`config.mk`:
```
export PLATFORM = sky130hd
export DESIGN_NAME = op_sequencer
export DESIGN_NICKNAME = d
export VERILOG_FILES = /design/src/rtl/op_seq_pkg.sv /design/src/rtl/op_seq_timer.sv /design/src/rtl/op_sequencer.sv
export SDC_FILE = /design/constraint.sdc
export NUM_CORES = 1
export LEC_CHECK = 0
export CORE_MARGIN = 2
export CORE_UTILIZATION = 30
export CTS_CLUSTER_SIZE = 14
export DETAILED_ROUTE_END_ITERATION = 12
export PLACE_DENSITY = 0.51
export SKIP_LAST_GASP = 1
export SLEW_MARGIN = 0
export SYNTH_ARGS = -nofsm -noshare
export SYNTH_HDL_FRONTEND = slang
export SYNTH_HIERARCHICAL = 1
export SYNTH_SLANG_ARGS = --single-unit
```
`constraint.sdc`:
```
create_clock -name clk -period 4.1 [get_ports clk]
set_clock_uncertainty 0.15 [all_clocks]
set_input_delay 0.615 -clock clk [delete_from_list [all_inputs] [get_ports clk]]
set_output_delay 0.615 -clock clk [all_outputs]
set_load 0.05 [all_outputs]
```
`src/rtl/op_seq_pkg.sv`:
```
// Shared types and constants for the op_sequencer controller.
package op_seq_pkg;

  typedef enum logic [2:0] {
    StIdle,
    StLaunch,
    StBusy,
    StHoldoff,
    StReport
  } op_seq_state_e;

  localparam logic [1:0] ST_OK   = 2'b00;
  localparam logic [1:0] ST_STOP = 2'b01;
  localparam logic [1:0] ST_ERR  = 2'b10;
  localparam logic [1:0] ST_TMO  = 2'b11;

  localparam int unsigned HOLDOFF_CYC = 3;
  localparam int unsigned REPORT_CYC  = 2;

endpackage

```
`src/rtl/op_seq_timer.sv`:
```
// BUSY-phase timeout counter: cleared by load, counts while en, flags the last allowed cycle.
module op_seq_timer #(
  parameter int unsigned CNT_W   = 8,
  parameter int unsigned TIMEOUT = 255
) (
  input  logic clk,
  input  logic rst,
  input  logic load,
  input  logic en,
  output logic expire
);

  localparam logic [CNT_W-1:0] LAST = CNT_W'(TIMEOUT - 1);

  logic [CNT_W-1:0] cnt_q;

  always_ff @(posedge clk) begin
    if (rst) begin
      cnt_q <= '0;
    end else if (load) begin
      cnt_q <= '0;
    end else if (en) begin
      cnt_q <= cnt_q + CNT_W'(1);
    end
  end

  assign expire = (cnt_q == LAST);

endmodule

```
`src/rtl/op_sequencer.sv`:
```
// Host-to-engine operation sequencer with error retry, holdoff, abort and timeout.
// Define OP_SEQ_IRQ_EN to enable the completion INTERRUPT pulse.
module op_sequencer
  import op_seq_pkg::*;
#(
  parameter int unsigned MAX_RETRY = 3,
  parameter int unsigned TIMEOUT   = 255,
  parameter int unsigned CNT_W     = 8
) (
  input  logic       clk,
  input  logic       rst,
  input  logic       REQ,
  output logic       ACK,
  output logic       RDY,
  output logic       START,
  output logic       ENABLE,
  input  logic       ENDD,
  input  logic       ER,
  input  logic       STOP,
  output logic       RT,
  output logic       HELP,
  output logic       STATUS_VALID,
  output logic [1:0] STATUS,
  output logic       INTERRUPT
);

  localparam logic [2:0] MAX_R     = 3'(MAX_RETRY);
  localparam logic [1:0] HOLD_LAST = 2'(HOLDOFF_CYC - 1);
  localparam logic [1:0] RPT_LAST  = 2'(REPORT_CYC - 1);

  op_seq_state_e state_q, state_d;
  logic [2:0] retry_q, retry_d;
  logic [1:0] phase_q, phase_d;
  logic [1:0] code_q, code_d;
  logic       help_q, help_d;
  logic       first_q, first_d;

  logic       tmr_load, tmr_en, tmr_expire;

  logic       ack_d, rdy_d, start_d, enable_d, rt_d, sv_d, irq_d;
  logic [1:0] status_d;
  logic       ack_q, rdy_q, start_q, enable_q, rt_q, sv_q, irq_q;
  logic [1:0] status_q;

  assign tmr_load = (state_q == StLaunch);
  assign tmr_en   = (state_q == StBusy);

  op_seq_timer #(
    .CNT_W   (CNT_W),
    .TIMEOUT (TIMEOUT)
  ) u_timer (
    .clk    (clk),
    .rst    (rst),
    .load   (tmr_load),
    .en     (tmr_en),
    .expire (tmr_expire)
  );

  always_comb begin
    state_d = state_q;
    retry_d = retry_q;
    phase_d = phase_q;
    code_d  = code_q;
    help_d  = help_q;
    first_d = first_q;

    unique case (state_q)
      StIdle: begin
        if (REQ && !STOP) begin
          state_d = StLaunch;
          retry_d = '0;
          help_d  = 1'b0;
          first_d = 1'b1;
        end
      end

      StLaunch: begin
        state_d = StBusy;
        first_d = 1'b0;
      end

      StBusy: begin
        if (STOP) begin
          state_d = StReport;
          phase_d = '0;
          code_d  = ST_STOP;
        end else if (ER) begin
          if (retry_q < MAX_R) begin
            // Saturating: never wraps back into the retry window.
            if (retry_q != 3'h7) begin
              retry_d = retry_q + 3'd1;
            end
            state_d = StHoldoff;
            phase_d = '0;
          end else begin
            help_d  = 1'b1;
            state_d = StReport;
            phase_d = '0;
            code_d  = ST_ERR;
          end
        end else if (ENDD) begin
          state_d = StReport;
          phase_d = '0;
          code_d  = ST_OK;
        end else if (tmr_expire) begin
          state_d = StReport;
          phase_d = '0;
          code_d  = ST_TMO;
        end
      end

      StHoldoff: begin
        if (STOP) begin
          state_d = StReport;
          phase_d = '0;
          code_d  = ST_STOP;
        end else if (phase_q == HOLD_LAST) begin
          state_d = StLaunch;
        end else begin
          phase_d = phase_q + 2'd1;
        end
      end

      StReport: begin
        if (phase_q == RPT_LAST) begin
          state_d = StIdle;
        end else begin
          phase_d = phase_q + 2'd1;
        end
      end

      default: state_d = StIdle;
    endcase
  end

  // Outputs are registered copies of what the next state decodes to.
  always_comb begin
    rdy_d    = (state_d == StIdle);
    start_d  = (state_d == StLaunch);
    ack_d    = (state_d == StLaunch) && first_d;
    enable_d = (state_d == StLaunch) || (state_d == StBusy);
    rt_d     = (state_d == StHoldoff) && (state_q == StBusy);
    sv_d     = (state_d == StReport);
    status_d = sv_d ? code_d : ST_OK;
`ifdef OP_SEQ_IRQ_EN
    irq_d    = (state_d == StReport) && (state_q != StReport);
`else
    irq_d    = 1'b0;
`endif
  end

  always_ff @(posedge clk) begin
    if (rst) begin
      state_q  <= StIdle;
      retry_q  <= '0;
      phase_q  <= '0;
      code_q   <= ST_OK;
      help_q   <= 1'b0;
      first_q  <= 1'b0;
      ack_q    <= 1'b0;
      rdy_q    <= 1'b0;
      start_q  <= 1'b0;
      enable_q <= 1'b0;
      rt_q     <= 1'b0;
      sv_q     <= 1'b0;
      status_q <= ST_OK;
      irq_q    <= 1'b0;
    end else begin
      state_q  <= state_d;
      retry_q  <= retry_d;
      phase_q  <= phase_d;
      code_q   <= code_d;
      help_q   <= help_d;
      first_q  <= first_d;
      ack_q    <= ack_d;
      rdy_q    <= rdy_d;
      start_q  <= start_d;
      enable_q <= enable_d;
      rt_q     <= rt_d;
      sv_q     <= sv_d;
      status_q <= status_d;
      irq_q    <= irq_d;
    end
  end

  assign ACK          = ack_q;
  assign RDY          = rdy_q;
  assign START        = start_q;
  assign ENABLE       = enable_q;
  assign RT           = rt_q;
  assign HELP         = help_q;
  assign STATUS_VALID = sv_q;
  assign STATUS       = status_q;
  assign INTERRUPT    = irq_q;

endmodule

```
==> metrics.txt <==
port bufs 14; final hold vios 0; Via density slightly below 5; global route overflow 0; RD Place Congestion 0.733; layout cells sized above 1 6.63%; Seq cells post-synth 28; PnR worst setup slack around 1.8 ns; sequential share of the synthesized area 43.0%; outcome complete, no violations; routed len/inst 11.7 µm; Cell Area, Synth 1310 µm²; reg2reg path depth 4; r2r setup slk 1.97 ns; max-slew violation count 0; Clock power frac 38.6%; Synth Area in Adders 5.75%; largest cells by area after synthesis dfxtp_1, nor2_1, ha_1, a21oi_1, nand2_1; Hold Crit Class register to register; drt first pass iters 4; combinational family with the most area after synthesis simple AND/OR/NAND/NOR gates; Resized cells post-CTS 0; switching share of total power 23.0%; TritonCTS clock tree yes; hold buffer count at CTS 0; Layout area overhead 18.0%; Worst setup SP type primary input; leakage 0.582 nW; syn avg cell area between 8 and 9 µm²; drt total wl 2520 µm; clk buf depth 2; H-tree Lvls 1; Yosys top cell by area dfxtp_1; final setup TNS 0 ns; clock sink count 28; Hold EP u_timer/cnt_q[5]$_SDFFE_PP0P_; Finished Cell Area 1540 µm²; CP required 4.17 ns; simple-gate share of the synthesized area 27.7%; Max Cap Viol 0; Sw Pwr 128 µW; Fmax about 430 MHz; sequential power share 50.7%; DR iter-0 viols 55; insertion delay to the later sink of the worst-skew pair 0.27 ns; Pint 430 µW; routed vias 1,040; Period Utilization, post-route 56.8%; nets@finish 179; initial antenna violation count 0; GRT Util Overall 10.7%; CP Capture Type register; mux share of post-synthesis cell area less than 1%; row cnt 23; Ant. Diodes 0; yosys warns 6; Synth top cells by count dfxtp_1, nor2_1, nand2_1; reg2reg start state_q[1]$_SDFF_PP0_; hpwl dp approximately 1800 µm; Placed Cells 212; beginning of the worst hold path u_timer/cnt_q[5]$_SDFFE_PP0P_; Crit path arrival time 2.40 ns; largest net degree at the start of global routing 20; Total Power ~560 µW; vias in the first global route between 900 and 1,000; initial core utilization between 30% and 40%; RSZ-0062 raised after global routing false; num ports 16; Clock transition at path regs about 0.090 ns; number of synthesized flops with an enable pin 0; Top FF cell, synth dfxtp_1; syn nets 167; Setup-failing EPs final 0; top cell type's share of synthesized area a little over two fifths; Post-Syn Instances 155; post-synthesis xor/xnor area fraction 3.36%; crit path kind primary input to register; first-pass GRT wire length 4350 µm; dpl ws 1.54 ns; Worst-Margin Slew 0.780 ns; placeable core region 4090 µm²; die area slightly below 5000 µm²; Hold Crit Depth 2; Synth Area in Compound Gates 13.8%; postcts setup bufs 0; Die H about 70 µm; final routed DRC violation total 0; antenna-violating nets left 0; Multi-input gate area 676 µm²; Async SR Flop Fraction 0%; post-placement cell area roughly 1500 µm²; Crit Path Max Fanout 6; total CTS buffers 3; Critical R2R Capture u_timer/cnt_q[6]$_SDFFE_PP0P_; Die W 70.0 µm; Worst VDD drop 150 µV; synth unique cells 40; most common cell in the netlist dfxtp_1; Clock Tree Root clkbuf_8; Tmin final 2.33 ns; Sequential Area 561 µm²; Power Dens Cells about 360 nW/µm²; Layout fillers 423; slew margin rel. a little under half; Comb power frac 10.7%; final std cells w/o fill 216
## power by group through the flow
stage               clock network, mW  registers (mW)  logic (mW)
detailed placement                  0           0.289      0.0595
CTS                             0.223           0.283      0.0599
finish                          0.216           0.283      0.0596
global route                    0.235           0.284      0.0655
floorplan                           0           0.299      0.0330
global placement                    0           0.289      0.0594
## cell type report
cell class / instances / area share [%]
multi-input cells: 112 / 43.9
flip-flops and latches: 28 / 36.4
repair buffers: 14 / 9.10
well taps: 50 / 4.06
clock buffers: 3 / 2.68
clock inverters: 1 / 1.95
inverters: 8 / 1.95
## per-layer routing
layer / part of all wire (%) / track usage, %
met3: 2.9 / 1.59
met2: 44 / 17.5
met5: 0 / 0
met4: 1.6 / 3.85
met1: 52 / 14.3
## sequential cells by signal, summed over array words and instances (netlist names)
register,cells
START,1
phase_q,2
code_q,2
retry_q,3
state_q,3
ACK,1
first_q,1
HELP,1
RDY,1
STATUS_VALID,1
u_timer/cnt_q,8
RT,1
ENABLE,1
STATUS,2
## how the worst max path moves through the flow
stage          start              to  slack, ns  cells after the start
2_1_floorplan     ER  ACK$_SDFF_PP0_       2.18                      5
3_3_place_gp    STOP  ACK$_SDFF_PP0_       1.59                      6
3_5_place_dp    STOP  ACK$_SDFF_PP0_       1.54                      6
4_1_cts         STOP  ACK$_SDFF_PP0_       1.81                      6
5_1_grt         STOP  ACK$_SDFF_PP0_       1.67                      6
6_report        STOP  ACK$_SDFF_PP0_       1.77                      6
## critical path: stages
cell and delay (ns):
clkdlybuf4s50_1 0.52, nor2_1 0.33, o21ai_1 0.11, a21o_1 0.24, or4_1 0.49, nor2_1 0.09
## cell families (layout without fill, tap and decap cells)
family	Yosys count	after routing
simple gates	70	70
xor+xnor	5	5
fa+ha+maj	6	6
mux	1	1
buf+inv	15	26
compound gates	29	29
flops	28	28
other cells	1	1
## cells in the final DEF, fill, tap and decap left out, drive strengths merged, types with 4 or more instances in the layout
master	Yosys	final
dfxtp	28	28
nor2	24	24
clkdlybuf4s50	0	14
nand2	10	10
a21oi	10	10
inv	8	8
nand3	7	7
o21ai	7	7
ha	6	6
nor3	5	5
nand4	5	5
nor3b	5	5
a22oi	4	4
## metrics by stage
step	hold WS, ns	util (%)
final	0.357	37.7
after global routing	0.385	37.7
after detailed placement	0.345	35.9
after CTS	0.360	37.7
after global placement	0.321	35.9
after floorplan	0.308	-
No activity file was read; power rests on OpenSTA's default activity.
